**src/rtl/cache_mem_bridge_pkg.sv**
```systemverilog
// Shared definitions for the cache-to-memory word bridge.
// Bridge FSM state encodings.
package cache_mem_bridge_pkg;

    typedef enum logic [1:0] {
        BR_IDLE = 2'd0,
        BR_BUSY = 2'd1,
        BR_DONE = 2'd2
    } br_state_e;

endpackage

```
**src/rtl/cache_mem_bridge.sv**
```systemverilog
// Word-serial bridge between the cache RAM port and the backing word memory.
// One mem_req/mem_ack handshake per cache word transaction; loads fill block lanes.
module cache_mem_bridge
    import cache_mem_bridge_pkg::*;
#(
    parameter int OFFSET_WIDTH = 3,
    parameter int ADDR_WIDTH   = 30,
    parameter int DATA_WIDTH   = 32,
    parameter int BLOCK_SIZE   = 1 << OFFSET_WIDTH,
    parameter int BLOCK_WIDTH  = DATA_WIDTH * BLOCK_SIZE
) (
    input  logic                   clk,
    input  logic                   rst,
    input  logic                   ram_en,
    input  logic                   ram_write,
    input  logic [ADDR_WIDTH-1:0]  ram_addr,
    input  logic [BLOCK_WIDTH-1:0] dc_data_wb,
    output logic                   ram_ready,
    output logic [BLOCK_WIDTH-1:0] block_from_ram,
    output logic                   mem_req,
    output logic                   mem_we,
    output logic [ADDR_WIDTH-1:0]  mem_addr,
    output logic [DATA_WIDTH-1:0]  mem_wdata,
    input  logic                   mem_ack,
    input  logic [DATA_WIDTH-1:0]  mem_rdata
);

    br_state_e               state_q, state_d;
    logic [ADDR_WIDTH-1:0]   addr_q, addr_d;
    logic                    we_q, we_d;
    logic [DATA_WIDTH-1:0]   wdata_q, wdata_d;
    logic [BLOCK_WIDTH-1:0]  block_q, block_d;

    logic [OFFSET_WIDTH-1:0] req_lane;
    logic [OFFSET_WIDTH-1:0] lat_lane;

    assign req_lane = ram_addr[OFFSET_WIDTH-1:0];
    assign lat_lane = addr_q[OFFSET_WIDTH-1:0];

    always_comb begin
        state_d   = state_q;
        addr_d    = addr_q;
        we_d      = we_q;
        wdata_d   = wdata_q;
        block_d   = block_q;
        mem_req   = 1'b0;
        ram_ready = 1'b0;
        case (state_q)
            BR_IDLE: begin
                if (ram_en) begin
                    addr_d  = ram_addr;
                    we_d    = ram_write;
                    wdata_d = dc_data_wb[int'(req_lane)*DATA_WIDTH +: DATA_WIDTH];
                    state_d = BR_BUSY;
                end
            end
            BR_BUSY: begin
                mem_req = 1'b1;
                if (mem_ack) begin
                    if (!we_q) begin
                        block_d[int'(lat_lane)*DATA_WIDTH +: DATA_WIDTH] = mem_rdata;
                    end
                    state_d = BR_DONE;
                end
            end
            BR_DONE: begin
                // The cache advances its word counter on this edge.
                ram_ready = 1'b1;
                state_d   = BR_IDLE;
            end
            default: state_d = BR_IDLE;
        endcase
    end

    always_ff @(posedge clk) begin
        if (rst) begin
            state_q <= BR_IDLE;
            addr_q  <= '0;
            we_q    <= 1'b0;
            wdata_q <= '0;
            block_q <= '0;
        end else begin
            state_q <= state_d;
            addr_q  <= addr_d;
            we_q    <= we_d;
            wdata_q <= wdata_d;
            block_q <= block_d;
        end
    end

    assign mem_we         = we_q;
    assign mem_addr       = addr_q;
    assign mem_wdata      = wdata_q;
    assign block_from_ram = block_q;

endmodule
```
**config.mk**
```make
export PLATFORM = sky130hd
export DESIGN_NAME = cache_mem_bridge
export DESIGN_NICKNAME = d
export VERILOG_FILES = /design/src/rtl/cache_mem_bridge_pkg.sv /design/src/rtl/cache_mem_bridge.sv
export SDC_FILE = /design/constraint.sdc
export NUM_CORES = 1
export LEC_CHECK = 0
export BUFFER_PORTS_ARGS = -buffer_cell sky130_fd_sc_hd__buf_4
export CAP_MARGIN = 10
export CORE_AREA = 8 8 315 164
export DETAILED_ROUTE_END_ITERATION = 16
export DIE_AREA = 0 0 323 172
export GPL_ROUTABILITY_DRIVEN = 0
export SLEW_MARGIN = 10
export SYNTH_ARGS = -nofsm -noshare
export SYNTH_HDL_FRONTEND = slang
export SYNTH_SLANG_ARGS = --single-unit
```
**constraint.sdc**
```tcl
create_clock -name clk -period 4.6 [get_ports clk]
set_input_delay 0.23 -clock clk [delete_from_list [all_inputs] [get_ports clk]]
set_output_delay 0.23 -clock clk [all_outputs]
set_load 0.01 [all_outputs]
```
### Word-level counts from Yosys, hierarchy flattened

Index checks and enable logic that the tools add are counted.
W data, S select, Z words.

* output and inout bits: 321
* word-level logic and storage cells: 24
* flip-flop bits (word level): 321

* eq/ne operators: 4
* add/subtract/negate cells: 1
* bitwise operators: 1
* shift-type cells: 3
* multiplexer cells: 6
* reductions and logical operators: 4

Operators with widths (number)
* $bwmux W256: 1
* $shift A32 B33 Y256 const A: 1
* $shiftx A256 B9 Y32: 1
* $shiftx A32 B33 Y256: 1
* $neg A8 Y33: 1
* $mux W2: 2
* $ne A2 B2 Y1 const B: 2
* $pmux W2 S2: 1
* $reduce_and A2 Y1: 2
* $reduce_and A3 Y1: 1
* $eq A2 B1 Y1 const B: 1
* $eq A2 B2 Y1 const B: 1
* $logic_not A2 Y1: 1
* $mux W1: 2
* $not A1 Y1: 1

### Longest topological paths before layout

* word-level depth: 3
* gate-level depth with buffers: 11
* depth with buffers taken out: 7

### Worst setup path after synthesis

OpenSTA, ideal clock, no wires.

* kind: register to register
* start point: register addr_q[0], in the netlist mem_addr[0]
* end point: register block_q[168], in the netlist block_from_ram[168]
* data arrival time: 2.613 ns
* stages on the path, launching flop included: 12
* library setup time: 0.132 ns
* required time: 4.468 ns
* path slack: 1.854 ns
* clock period less this slack: 2.746 ns
* cells stage by stage: dfxtp_1 -> buf_2 -> inv_1 -> buf_2 -> ha_1 -> ha_1 -> or3b_1 -> or3_1 -> clkbuf_1 -> clkbuf_1 -> nand2_1 -> a21oi_1

* longest elaborated chain between the ends: 3
* elaborated cells between the ends (all ways): 4
* those cells by class: 1 x add/sub; 2 x shift; 1 x mux

RTL lines
* start, declared: RTL line cache_mem_bridge.sv:29 `logic [ADDR_WIDTH-1:0] addr_q, addr_d;`
* start signal, assigned: RTL line cache_mem_bridge.sv:84 `addr_q <= addr_d;`
* $neg A8 Y33 *: RTL line cache_mem_bridge.sv:61 `block_d[int'(lat_lane)*DATA_WIDTH +: DATA_WIDTH] = mem_rdata;`
* $shiftx A32 B33 Y256 / $shift A32 B33 Y256 (equally long branches): RTL line cache_mem_bridge.sv:61
* $bwmux W256 *: RTL line cache_mem_bridge.sv:61
* end signal, assigned: RTL line cache_mem_bridge.sv:87 `block_q <= block_d;`
* end, declared: RTL line cache_mem_bridge.sv:32 `logic [BLOCK_WIDTH-1:0] block_q, block_d;`

Every way passes the cells marked *; elsewhere a longest branch is shown, timed or not.
A chain may end at the register's enable or synchronous reset.

### Worst setup path after layout

* start point: register addr_q[0], in the netlist mem_addr[0]
* end point: register block_q[115], in the netlist block_from_ram[115]

Same word-level chain as after synthesis.

==> out/results.ini <==
[status]
outcome = finished clean

[floorplan]
start_util_pct = 29.4
die_h_um = 172
coreArea_um2 = 47500
placementRows = 57
io_pins = 644
die_w_um = 323
die_area_um2 = 55600

[setup_path]
crit_path_frequent_cell = ha_1
start_kind = flop
slowest_stage = nor3_4
rrSetupSlack_ns = 1.40
arrival_ns = 3.70
cp-end-kind = flop
crit_end = block_from_ram[115]
path_cells = inv_1 -> ha_1 -> ha_1 -> or3b_1 -> nor3_4 -> nand4_1 -> a21oi_1
worst-path-max-fanout = 32
r2r-end = block_from_ram[115]
slowest_delay_ns = 1.00
worstRegToRegCells = 7
critical_path.startpoint = mem_addr[0]
criticalPathCategory = flop to flop
cp.depth = 7
path_buf_inv = 1
rr_startpoint = mem_addr[0]
critPathTopFamily = simple AND/OR/NAND/NOR gates
crit_required_ns = 5.10

[routing]
drtIter0Drc = 1460
wirelength_um = 68300
wl_per_cell_um = 23.3
ant_nets = 0
drc_errors = 0
firstDrtPassIters = 6
vias = 14946
via_per_inst = 5.10

[synthesis]
synth_cell_types = 34
synth_edf_count = 0
synth_mux_area_share_pct = 9.16
yosysWarnings = 0
yosys.area_share.simple_pct = 23.7
ys.flop_type = dfxtp_1
synth_fa_ha_area_share_pct = 0.268
ys_ff_latch = 321
synth_fp_nets = 2033
syn_area_per_cell_um2 = 8.19
ys_seq_area_share_pct = 45.9
synthesis.area_um2 = 14000
synth_compound_area_share_pct = 15.2
synthArstFlopShare_pct = 0
synth_top_family_by_area = simple AND/OR/NAND/NOR gates
synth_xor_area_share_pct = 0
synth_cells = 1707

[clocking]
clk_latency_ns = 0.58
clk_pin_slew_ns = 0.07
cts_resized = 0
cts_sinks = 321
root_buffer = clkbuf_16
htreeDepth = 1
numCtsBuffers = 30
cts_max_path_buffers = 3
hold_buffers = 49
cts_setup_buffers = 0
cts_tree = built

[finish]
diodes = 0
drive_gt1_share_pct = 32.0
multi_input_area_um2 = 6800
utilization_pct = 43.2
ff_latch_area_um2 = 6430
nets = 2585
syn_to_final_growth_pct = 46.8
fillers = 4765

[power_and_ir_drop]
irDropWorstVdd_mv = 0.253
p_leak_nw = 8.58
power.density_nw_per_um2 = 310

[timing]
setup_violations = 0
layout_min_cycle_time_ns = 3.20
fmax_mhz = 312
tns_ns = 0
hold_violations = 0
fin_crit_sh_pct = 69.6
rsz0062_at_grt = false
worst_slew_pin_slew_ns = 1.30
worst_clock_skew_ns = 0.0152
finalMaxSlewViolations = 0
slew-limit-headroom_pct = 12.9

[worst_hold_path]
hold_class = input pin to flop

[placed_design]
dp_hpwl_um = 50900
port_buffers = 643

[global_route]
grt_pass1_vias = 14584
grt_max_degree = 119
antenna_found_initial = 1
grt_usage_pct = 22.9
grt_pass1_wl_um = 97100
overflow = 0

[run]
drv_cap = 0

==> through the flow <==
step           total power (W)  setup slack (ns)  cells  hold slack, ns  cell area, µm²
6_report               0.00637              1.40   2929          0.0222           20500
5_1_grt                0.00661              1.18   2929          0.0101           20500
4_1_cts                0.00642              1.46   2929       0.0000874           20500
3_5_place_dp           0.00381              1.51   2827           0.444           19100
3_3_place_gp           0.00380              1.60   2827           0.442           19100
2_1_floorplan          0.00333              1.85   1707           0.366           14000
==> layout make-up <==
cell class,count,area share [%]
well taps,649,3.95
inverters,3,0.0548
repair buffers,713,26.8
multi-input cells,1190,33.1
flip-flops and latches,321,31.3
clock inverters,13,0.640
clock buffers,40,4.18
==> flip-flops by register name, indices dropped and copies added, names as in the netlist <==
name and count:
block_from_ram 256, state_q 2, mem_addr 30, mem_wdata 32, mem_we 1
==> power breakdown <==
part           internal (W)  leakage [nW]  switching, W
combinational      0.000416          5.49      0.000512
clock               0.00143         0.488       0.00115
sequential          0.00283          2.60     0.0000327
total               0.00467          8.58       0.00169
==> worst min-delay path, delay by kind of cell <==
kind | cells | cell delay (ns)
AO/OA/AOI/OAI | 1 | 0.05
AND/OR/NAND/NOR | 1 | 0.08
buffers and inverters | 1 | 0.19
==> cells in the final DEF, fill, tap and decap left out, drive strengths merged, types with 4 or more instances in the layout <==
cell,netlist,final
buf,51,664
dfxtp,321,321
nand2,255,255
a21oi,212,212
nand3,180,180
mux2i,128,128
nand2b,98,98
o21ai,96,96
a22oi,64,64
dlygate4sd3,0,49
clkbuf,142,40
nor3,37,37
nor2,36,36
nand4,33,33
nand3b,14,14
o31ai,13,13
clkinv,0,7
inv,3,5
or3,4,4
nor4,4,4
nor2b,4,4
==> per-layer routing <==
metal	up-vias	part of all wire, %	GRT usage [%]
met4	0	2.4	5.03
met5	-	0	0
met3	95	8.8	7.08
li1	7009	-	-
met1	7267	45	31.8
met2	575	44	34.9
==> cell families after synthesis <==
family                   count (synthesis)
AO/OA/AOI/OAI                          385
multiplexers                           128
flip-flops                             321
AND/OR/NAND/NOR                        674
buffers and inverters                  196
adder cells (fa/ha/maj)                  3
==> how the worst min path moves through the flow <==
stage / start / slack, ns / depth (start not counted) / to
after floorplan: ram_addr[10] / 0.37 / 2 / mem_addr[10]
final: mem_rdata[29] / 0.02 / 3 / block_from_ram[93]
after detailed placement: block_from_ram[127] / 0.44 / 2 / block_from_ram[127]
after global routing: mem_rdata[29] / 0.01 / 3 / block_from_ram[93]
after CTS: mem_rdata[14] / 0.00009 / 3 / block_from_ram[14]
after global placement: block_from_ram[114] / 0.44 / 2 / block_from_ram[114]
==> cells in the mapped netlist, types with 13 or more instances <==
cell	count	area, µm²
dfxtp_1	321	6430
nand2_1	255	957
a21oi_1	212	1060
nand3_1	180	901
clkbuf_1	139	522
mux2i_1	128	1280
nand2b_1	98	613
o21ai_0	69	345
a22oi_1	64	480
buf_2	47	235
nor2_1	35	131
nor3_1	35	175
nand4_1	33	206
o21ai_1	27	135
nand3b_1	14	105
o31ai_1	13	97.6
No activity file was read; power rests on OpenSTA's default activity.
